`src/rtl/uart_tx_frame.sv`:
```
// 8N1 UART transmitter with built-in oversampling baud-tick generator.
// Accepts a byte on i_tx_start, shifts it out LSB first, pulses o_tx_done at frame end.
`timescale 1ns/1ps
module uart_tx_frame #(
    parameter int NB_DATA    = 8,
    parameter int SB_TICK    = 16,
    parameter int OVERSAMPLE = 16,
    parameter int CLK_FREQ   = 50000000,
    parameter int BAUD_RATE  = 19200
) (
    input  logic               i_clock,
    input  logic               i_reset,
    input  logic               i_tx_start,
    input  logic [NB_DATA-1:0] i_tx_data,
    output logic               o_tx,
    output logic               o_tx_busy,
    output logic               o_tx_done
);

    localparam int DIV  = CLK_FREQ / (BAUD_RATE * OVERSAMPLE);
    localparam int TW   = (DIV > 1) ? $clog2(DIV) : 1;
    localparam int SMAX = (OVERSAMPLE > SB_TICK) ? OVERSAMPLE : SB_TICK;
    localparam int SW   = (SMAX > 1) ? $clog2(SMAX) : 1;
    localparam int NW   = (NB_DATA > 1) ? $clog2(NB_DATA) : 1;

    localparam logic [TW-1:0] TICK_LAST = TW'(DIV - 1);
    localparam logic [SW-1:0] OS_LAST   = SW'(OVERSAMPLE - 1);
    localparam logic [SW-1:0] SB_LAST   = SW'(SB_TICK - 1);
    localparam logic [NW-1:0] NB_LAST   = NW'(NB_DATA - 1);

    generate
        if (DIV < 1) begin : g_cfg_err
            $error("uart_tx_frame: CLK_FREQ/(BAUD_RATE*OVERSAMPLE) must be >= 1");
        end
    endgenerate

    typedef enum logic [1:0] {IDLE, START, DATA, STOP} state_t;

    state_t               r_state, w_state_nx;
    logic [TW-1:0]        r_tick_cnt, w_tick_nx;
    logic [SW-1:0]        r_s_cnt, w_s_nx;
    logic [NW-1:0]        r_n_cnt, w_n_nx;
    logic [NB_DATA-1:0]   r_shreg, w_sh_nx;
    logic                 r_tx, w_tx_nx;
    logic                 r_busy, w_busy_nx;
    logic                 r_done, w_done_nx;
    logic                 w_tick;

    assign w_tick    = (r_tick_cnt == TICK_LAST);
    assign o_tx      = r_tx;
    assign o_tx_busy = r_busy;
    assign o_tx_done = r_done;

    always_ff @(posedge i_clock or posedge i_reset) begin
        if (i_reset) begin
            r_state    <= IDLE;
            r_tick_cnt <= '0;
            r_s_cnt    <= '0;
            r_n_cnt    <= '0;
            r_shreg    <= '0;
            r_tx       <= 1'b1;
            r_busy     <= 1'b0;
            r_done     <= 1'b0;
        end else begin
            r_state    <= w_state_nx;
            r_tick_cnt <= w_tick_nx;
            r_s_cnt    <= w_s_nx;
            r_n_cnt    <= w_n_nx;
            r_shreg    <= w_sh_nx;
            r_tx       <= w_tx_nx;
            r_busy     <= w_busy_nx;
            r_done     <= w_done_nx;
        end
    end

    always_comb begin
        w_state_nx = r_state;
        w_tick_nx  = w_tick ? '0 : r_tick_cnt + 1'b1;
        w_s_nx     = r_s_cnt;
        w_n_nx     = r_n_cnt;
        w_sh_nx    = r_shreg;
        w_done_nx  = 1'b0;
        case (r_state)
            IDLE: begin
                // Restart the baud divider on acceptance so frame timing is exact.
                if (i_tx_start) begin
                    w_state_nx = START;
                    w_sh_nx    = i_tx_data;
                    w_tick_nx  = '0;
                    w_s_nx     = '0;
                    w_n_nx     = '0;
                end
            end
            START: begin
                if (w_tick) begin
                    if (r_s_cnt == OS_LAST) begin
                        w_state_nx = DATA;
                        w_s_nx     = '0;
                        w_n_nx     = '0;
                    end else begin
                        w_s_nx = r_s_cnt + 1'b1;
                    end
                end
            end
            DATA: begin
                if (w_tick) begin
                    if (r_s_cnt == OS_LAST) begin
                        w_s_nx  = '0;
                        w_sh_nx = r_shreg >> 1;
                        if (r_n_cnt == NB_LAST) w_state_nx = STOP;
                        else                    w_n_nx     = r_n_cnt + 1'b1;
                    end else begin
                        w_s_nx = r_s_cnt + 1'b1;
                    end
                end
            end
            STOP: begin
                if (w_tick) begin
                    if (r_s_cnt == SB_LAST) begin
                        w_state_nx = IDLE;
                        w_s_nx     = '0;
                        w_done_nx  = 1'b1;
                    end else begin
                        w_s_nx = r_s_cnt + 1'b1;
                    end
                end
            end
            default: w_state_nx = IDLE;
        endcase
        // Outputs are registered from the next-state view so they change on the same edge as the state.
        w_busy_nx = (w_state_nx != IDLE);
        case (w_state_nx)
            START:   w_tx_nx = 1'b0;
            DATA:    w_tx_nx = w_sh_nx[0];
            default: w_tx_nx = 1'b1;
        endcase
    end

endmodule
```
`config.mk`:
```
export PLATFORM = sky130hd
export DESIGN_NAME = uart_tx_frame
export DESIGN_NICKNAME = d
export VERILOG_FILES = /design/src/rtl/uart_tx_frame.sv
export SDC_FILE = /design/constraint.sdc
export NUM_CORES = 1
export LEC_CHECK = 0
export CAP_MARGIN = 10
export CORE_MARGIN = 2
export CORE_UTILIZATION = 55
export CTS_CLUSTER_SIZE = 12
export DETAILED_ROUTE_END_ITERATION = 10
export GPL_TIMING_DRIVEN = 0
export PLACE_DENSITY = 0.77
export SYNTH_ARGS = -nofsm -noshare
export SYNTH_HDL_FRONTEND = slang
export SYNTH_SLANG_ARGS = --single-unit
```
`constraint.sdc`:
```
create_clock -name i_clock -period 2.51 [get_ports i_clock]
set_clock_uncertainty 0.05 [all_clocks]
set_input_delay 0.753 -clock i_clock [delete_from_list [all_inputs] [get_ports i_clock]]
set_output_delay 0.753 -clock i_clock [all_outputs]
set_load 0.005 [all_outputs]
```
* Yosys cells after proc, flatten, opt, wreduce, memory -nomap -nowiden
Cells that the tools add are included. W data, S select, Z words.
Word-level totals: register bits after elaboration 28, input bits 11
Operators by class: add/subtract/negate cells 3, equal/unequal tests 15, mux-type cells 31, reduce and logical (&&, ||, !) cells 8
Operator list (number):
- $mux W8 | 6
- $mux W3 | 6
- $mux W2 | 8
- $pmux W8 S2 | 1
- $mux W4 | 3
- $ne A2 B2 Y1 const B | 6
- $pmux W3 S3 | 1
- $add A8 B1 Y8 const B | 1
- $eq A8 B8 Y1 const B | 1
- $pmux W2 S4 | 1
- $pmux W4 S2 | 1
- $reduce_and A7 Y1 | 1
- $eq A2 B2 Y1 const B | 3
- $add A4 B1 Y4 const B | 1
- $eq A2 B1 Y1 const B | 2
- $eq A4 B4 Y1 const B | 1
- $reduce_and A4 Y1 | 1
- $reduce_bool A2 Y1 | 2
- $add A3 B1 Y3 const B | 1
- $eq A3 B3 Y1 const B | 1
- $mux W1 | 3
- $reduce_bool A3 Y1 | 1
- $reduce_or A3 Y1 | 1
- $logic_not A2 Y1 | 1
- other kinds (3) | 3

* Depth between registers and ports, before layout
Gate-level depths: netlist (run 1).
depth after elaboration 7, gate-level depth with buffers 6, mapped depth without buffers 6

* Least setup slack after synthesis (run 1)
OpenSTA, ideal clock, no wires.
path kind register -> register, start reg r_tick_cnt[2], end reg r_busy, in the netlist o_tx_busy, stages on the path, launching flop included 6, setup slack 579 ps, clock period less this slack 1931 ps, required time 2336 ps, setup time 124 ps, data arrival time 1757 ps, cell sequence dfrtp_1 -> or3_1 -> buf_2 -> o31a_2 -> or2_2 -> or2_1
On the way: cells in the longest elaborated chain, start to end 4
Ends and longest elaborated chain:
- from (decl) | RTL line 40 | logic [TW-1:0] r_tick_cnt, w_tick_nx;
- from (signal assigned) | RTL line 66 | r_tick_cnt <= w_tick_nx;
- $eq A8 B8 Y1 (*) | RTL line 49 | assign w_tick = (r_tick_cnt == TICK_LAST);
- $mux W2 (on tied branches) | RTL line 118, 106, 95
- $pmux W2 S4 (*) | RTL line 83 | case (r_state)
- net w_state_nx[1] | RTL line 39 | state_t r_state, w_state_nx;
- $reduce_bool A2 Y1 (*) | RTL line 131 | w_busy_nx = (w_state_nx != IDLE);
- net w_busy_nx | RTL line 45 | logic r_busy, w_busy_nx;
- to (signal assigned) | RTL line 71 | r_busy <= w_busy_nx;
- to (decl) | RTL line 45
The timed path passes the listed nets; every way through them passes the cells marked *. A chain may end at the register's enable or synchronous reset.

* Worst setup path in the final report (run 1)
start in i_tx_start, end reg r_shreg[5]
On the way: cells in the longest elaborated chain, start to end 2
Ends and longest elaborated chain:
- from (decl) | RTL line 13 | input logic i_tx_start,
- $ne A2 B2 Y1 (no source line)
- $reduce_and A4 Y1 (no source line)
- to (signal assigned) | RTL line 69 | r_shreg <= w_sh_nx;
- to (decl) | RTL line 43 | logic [NB_DATA-1:0] r_shreg, w_sh_nx;
Every way passes these cells.

==> reports/summary.txt, run 1 <==
status: finished, final reports clean
non-filler cells, final: 179
Worst Hold Slack: 0.449 ns
Placer Congestion: 0.862
# port buffers: 13
die width: 54.4 um
Initial Utilization: 57.4%
Core Box Area: 0.00243 mm^2
Max VDD drop: 0.486 mV
met3 WL: 55 um
flop2flop setup slack: 0.36 ns
RSZ-0062 raised after global routing: no
CTS tree: built
register area share after synthesis: 50.3%
die height: 54.4 um
Ports: 14
routed via count: 1,059
FF-to-FF path depth: 6
max_slew headroom: 32.4%
WHS Endpoint: r_shreg[3]
DRC Markers: 0
setup bufs post-CTS: 0
CTS H-tree depth: 1
Top Metal Used: met4
placed cells: 175
worst hold path type: reg2reg
clk sinks: 28
wl on met1: 1.16 mm
first-pass GRT wire length: 4.20 mm
Fill cells: 196
worst hold stages: 1
Final period util: 86.3%
Slew Viols, Final: 0
final worst slack: 0.344 ns
Worst Tran Pin Value: 1.01 ns
Detail Route Antenna Nets: 0
Post-Synthesis Cells: 132
crit path launch: i_tx_start
initial antenna violation count: 0
DRT Pass-1 Iters: 4
vias in the first global route: 979
fmax: 0.462 GHz
CTS max path bufs: 2
Yosys top cell area share: 48.4%
Synth area leader: dfrtp_1
min-delay src: r_shreg[3]
crit path max-delay cell type: clkdlybuf4s50_1
warnings from Yosys: 0
Final Hold Vio Count: 0
finished layout cell area: 0.00162 mm^2
grt total ovfl: 0
power density over cell area: 638 mW/mm^2
DP HPWL: 1.93 mm
Nets: 166
largest net degree at the start of global routing: 29
root buffer cell: clkbuf_4
final core utilization: 66.7%
number of DRC markers in iteration 0: 19
wire per inst: 14.6 um
ant diodes: 0
crit path DAT: 2.39 ns
row cnt: 18
fraction of layout cells with a size suffix above 1: 10.7%
Reg2Reg Launch Point: r_tick_cnt[1]
reg2reg end: r_shreg[2]
Critical Path End Type: register
Seq cells post-synth: 28
CTS buffer count: 3
leakage power: 0.756 nW
vias per inst: 5.92
met2 WL: 1.39 mm
final WL: 2.62 mm
die area: 0.00296 mm^2
clk_lat worst skew: 0.32 ns
final setup fails: 0
Post-Syn Nets: 148
top post-synthesis cells by area: dfrtp_1 48%, ha_1 4.5%, a21o_1 3.8%
post-route minimum period: 2.17 ns
post-synth cell types: 40
clock slew at reported path FFs: 0.15 ns
Setup CP Type: in2reg
max cap viols: 0
crit path launch type: primary input
worst-path maximum fanout: 10
DP Area: 0.00156 mm^2
synth-to-layout area growth: 16.1%
Mapped Area: 0.00140 mm^2
Total GRT Usage: 19.6%
Required @ worst endpoint: 2.73 ns
post-placement worst setup slack: -0.266 ns
CP Cell Sequence: clkdlybuf4s50_1 -> nor3b_2 -> clkbuf_1 -> a22o_1 -> a21o_1
Post-Syn Area per Cell: 10.6 um^2
critical path's largest stage delay: 0.47 ns
[routing by layer]
layer	vias up	global-route usage (%)
met3	4	2.46
li1	511	-
met5	-	0
met1	530	23.8
met2	14	36.1
met4	0	5.42
[critical path, delay by kind of cell]
kind                   cells  cell delay (ns)
AO/OA/AOI/OAI              2             0.31
AND/OR/NAND/NOR            1             0.45
buffers and inverters      2             0.87
[cells in the mapped netlist]
cell,count
a32o_1,1
nor2b_1,1
a22o_1,6
or2_2,3
mux2_2,3
buf_2,1
and4b_1,1
o31a_2,1
ha_1,5
a211oi_1,1
xor2_1,6
o31ai_1,1
o41ai_1,1
nor3b_1,1
nor4_4,1
nand2_1,11
nand4b_1,1
or3_1,1
nand4_1,3
xnor2_1,1
o21ai_0,3
dfrtp_1,27
clkbuf_1,2
and3_2,1
a21o_1,7
dfstp_2,1
nor3_1,2
o211ai_1,1
mux2i_1,1
nand3_1,7
a31oi_1,1
and3b_1,1
inv_1,4
nor2_1,14
nand2b_1,2
a41oi_1,2
and3_1,3
a21boi_0,1
nor4_1,1
or2_1,1
[worst max path at each step]
stage	slack, ns	end
finish	0.34	r_shreg[5]
CTS	0.03	r_shreg[2]
global route	0.20	o_tx
floorplan	0.58	o_tx_busy
global placement	-0.29	r_shreg[6]
detailed placement	-0.27	r_shreg[5]
[logic make-up after synthesis]
family                     Yosys count  synth area share, %
xor gates and xnor gates             7                 4.39
and+or+nand+nor                     55                 21.2
adders and majority gates            5                 4.48
AOI/OAI and AO/OA                   26                 14.5
muxes                                4                 3.14
DFF                                 28                 50.3
buffers and inverters                7                 1.97
[what timing repair did]
| action | 4_1_cts | 5_1_grt |
|---|---|---|
| gates resized for setup | 0 | 1 |
| hold buffers | 0 | 0 |
| endpoints found under the setup margin | 0 | 6 |
[layout by cell type (no fill, tap or decap), drive strengths merged, types with 2 or more instances in the layout]
cell type / count
or2: 4
dfrtp: 27
clkbuf: 5
clkdlybuf4s50: 13
a22o: 6
nand4: 3
a21o: 7
nand3: 7
and3: 4
nor4: 2
a41oi: 2
inv: 4
ha: 5
nor2: 14
o21ai: 3
nand2b: 2
xor2: 6
mux2: 3
nand2: 11
nor3: 2
[flip-flops by register name (all words and copies together), names as in the netlist]
register,cells
r_shreg,8
r_state,2
r_tick_cnt,8
r_n_cnt,3
o_tx_done,1
r_s_cnt,4
o_tx_busy,1
o_tx,1
[area by class of cell]
cell class,instances,area [um^2],share of cell area (%)
buffer,3,12.5,0.772
tap,30,37.5,2.31
multi-input combinational,97,672,41.4
clock buffer,3,22.5,1.39
timing repair buffer,13,130,8.02
clock inverter,1,30.0,1.85
sequential,28,702,43.3
inverter,4,15.0,0.926
[power breakdown]
group | switching (mW) | leakage (nW) | internal, mW | total, mW
registers | 0.0598 | 0.339 | 0.504 | 0.564
logic | 0.0938 | 0.389 | 0.0821 | 0.176
clock network | 0.133 | 0.0279 | 0.161 | 0.295
[per-stage QoR]
stage               total power, mW  setup TNS (ns)
floorplan                     0.691               0
global placement              0.739           -3.09
detailed placement            0.747           -2.81
CTS                            1.04               0
global route                   1.09               0
finish                         1.03               0
Note: power is estimated with default switching activity, not from simulation.
==> run 2, diff against run 1 <==
--- a/config.mk
+++ b/config.mk
@@ -7,11 +7,10 @@
 export LEC_CHECK = 0
 export CAP_MARGIN = 10
 export CORE_MARGIN = 2
-export CORE_UTILIZATION = 55
+export CORE_UTILIZATION = 30
 export CTS_CLUSTER_SIZE = 12
 export DETAILED_ROUTE_END_ITERATION = 10
 export GPL_TIMING_DRIVEN = 0
-export PLACE_DENSITY = 0.77
 export SYNTH_ARGS = -nofsm -noshare
 export SYNTH_HDL_FRONTEND = slang
 export SYNTH_SLANG_ARGS = --single-unit
==> reports/summary.txt, run 2 (synthesis gave the netlist of run 1 again) <==
vias in the first global route: 1,063
commonest non-fill, non-tap cell in the layout: dfrtp_1
Initial Utilization: 31.6%
vias per inst: 5.37
power density over cell area: 646 mW/mm^2
Critical Path End Type: register
# port buffers: 13
die area: 0.00522 mm^2
root buffer cell: clkbuf_8
clk_lat worst skew: 0.27 ns
synth-to-layout area growth: 21.4%
RSZ-0062 raised after global routing: no
commonest non-fill, non-tap cells in the layout: 27 x dfrtp_1, 14 x nor2_1, 13 x clkdlybuf4s50_1
clock slew at reported path FFs: 0.09 ns
CP Cell Sequence: clkdlybuf4s50_1 -> nor3b_2 -> clkbuf_1 -> a22o_1 -> a21o_1
critical path's top delay family: buffers and inverters
routed via count: 1,085
Nets: 167
CP Buf/Inv Count: 2
DP Area: 0.00159 mm^2
number of DRC markers in iteration 0: 63
Total GRT Usage: 11.7%
die width: 72.2 um
finished layout cell area: 0.00170 mm^2
wire per inst: 14.0 um
fraction of layout cells with a size suffix above 1: 11.3%
max_slew headroom: 62.7%
leakage power: 0.776 nW
CTS buffer count: 3
Slew Viols, Final: 0
setup TNS: 0 ns
DRC Markers: 0
initial antenna violation count: 0
Ports: 14
CTS tree: built
Final period util: 92.1%
DRT Pass-1 Iters: 4
Hold-fix buffers, CTS: 0
Worst Tran Pin Value: 0.557 ns
row cnt: 24
worst hold path type: reg2reg
crit path max-delay cell type: nor3b_2
setup bufs post-CTS: 0
Max VDD drop: 0.195 mV
Worst Hold Slack: 0.443 ns
Detail Route Antenna Nets: 0
post-route minimum period: 2.31 ns
post_cts resized: 1
first-pass GRT wire length: 4.84 mm
total power: 1.10 mW
max cap viols: 0
crit path DAT: 2.47 ns
CTS H-tree depth: 1
clk sinks: 28
grt total ovfl: 0
Setup CP Type: in2reg
top flop regs: r_shreg: 8 flops, r_tick_cnt: 8 flops, r_s_cnt: 4 flops
critical path's largest stage delay: 0.49 ns
worst-path maximum fanout: 10
final setup fails: 0
status: finished, final reports clean
largest net degree at the start of global routing: 29
Core Box Area: 0.00441 mm^2
DP HPWL: 2.18 mm
Placer Congestion: 0.906
die height: 72.2 um
flop2flop setup slack: 0.33 ns
Required @ worst endpoint: 2.67 ns
CTS max path bufs: 2
ant diodes: 0
fmax: 0.433 GHz
Final Hold Vio Count: 0
crit path launch type: primary input
final WL: 2.83 mm
## run 2: cell count changes in the layout (fill, tap and decap cells not counted)
cell	change
buf_16	+1
clkbuf_8	+3
clkbuf_4	-3
## run 2: worst reg2reg max path, stage by stage, from the launching register on
cell      delay [ns]
dfrtp_1         0.43
inv_1           0.07
ha_1            0.16
nand4b_1        0.27
nor4_4          0.63
nor2_1          0.23
a21o_1          0.23
## run 2: routing by layer
metal / part of all wire (%) / track usage, % / vias up
met5: 0 / 0 / -
met4: 0.99 / 4.19 / 0
met3: 3.0 / 1.94 / 4
met2: 51 / 20.1 / 23
met1: 44 / 14.8 / 547
li1: - / - / 511
## run 2: power breakdown
part           switching, mW  leakage [nW]  total (mW)  internal (mW)
clock network          0.136        0.0357       0.349          0.213
logic                 0.0952         0.402       0.182         0.0864
registers             0.0604         0.339       0.565          0.504
## run 2: worst paths after layout
kind,startpoint,to,cells past startpoint
max,i_tx_start,r_shreg[5],5
min,r_shreg[2],r_shreg[2],1
max reg2reg,r_tick_cnt[1],r_shreg[5],6
min reg2reg,r_shreg[2],r_shreg[2],1
max in group asynchronous,i_reset,o_tx,3
min in group asynchronous,i_reset,o_tx_busy,2
## run 2: cell type report
| class | instances | area (um^2) |
|---|---|---|
| fill | 434 | 2720 |
| sequential | 28 | 702 |
| multi-input combinational | 97 | 672 |
| timing repair buffer | 14 | 158 |
| tap | 52 | 65.1 |
| clock buffer | 3 | 41.3 |
| clock inverter | 1 | 30.0 |
| inverter | 4 | 15.0 |
| buffer | 3 | 12.5 |
## run 2: per-stage QoR
| stage | setup WS, ns | cells | utilization [%] |
|---|---|---|---|
| CTS | 0.219 | 201 | 37.8 |
| finish | 0.198 | 202 | 38.4 |
| global route | 0.112 | 202 | 38.4 |
| floorplan | 0.579 | 132 | - |
| detailed placement | -0.401 | 197 | 36.1 |
| global placement | -0.317 | 197 | 36.1 |
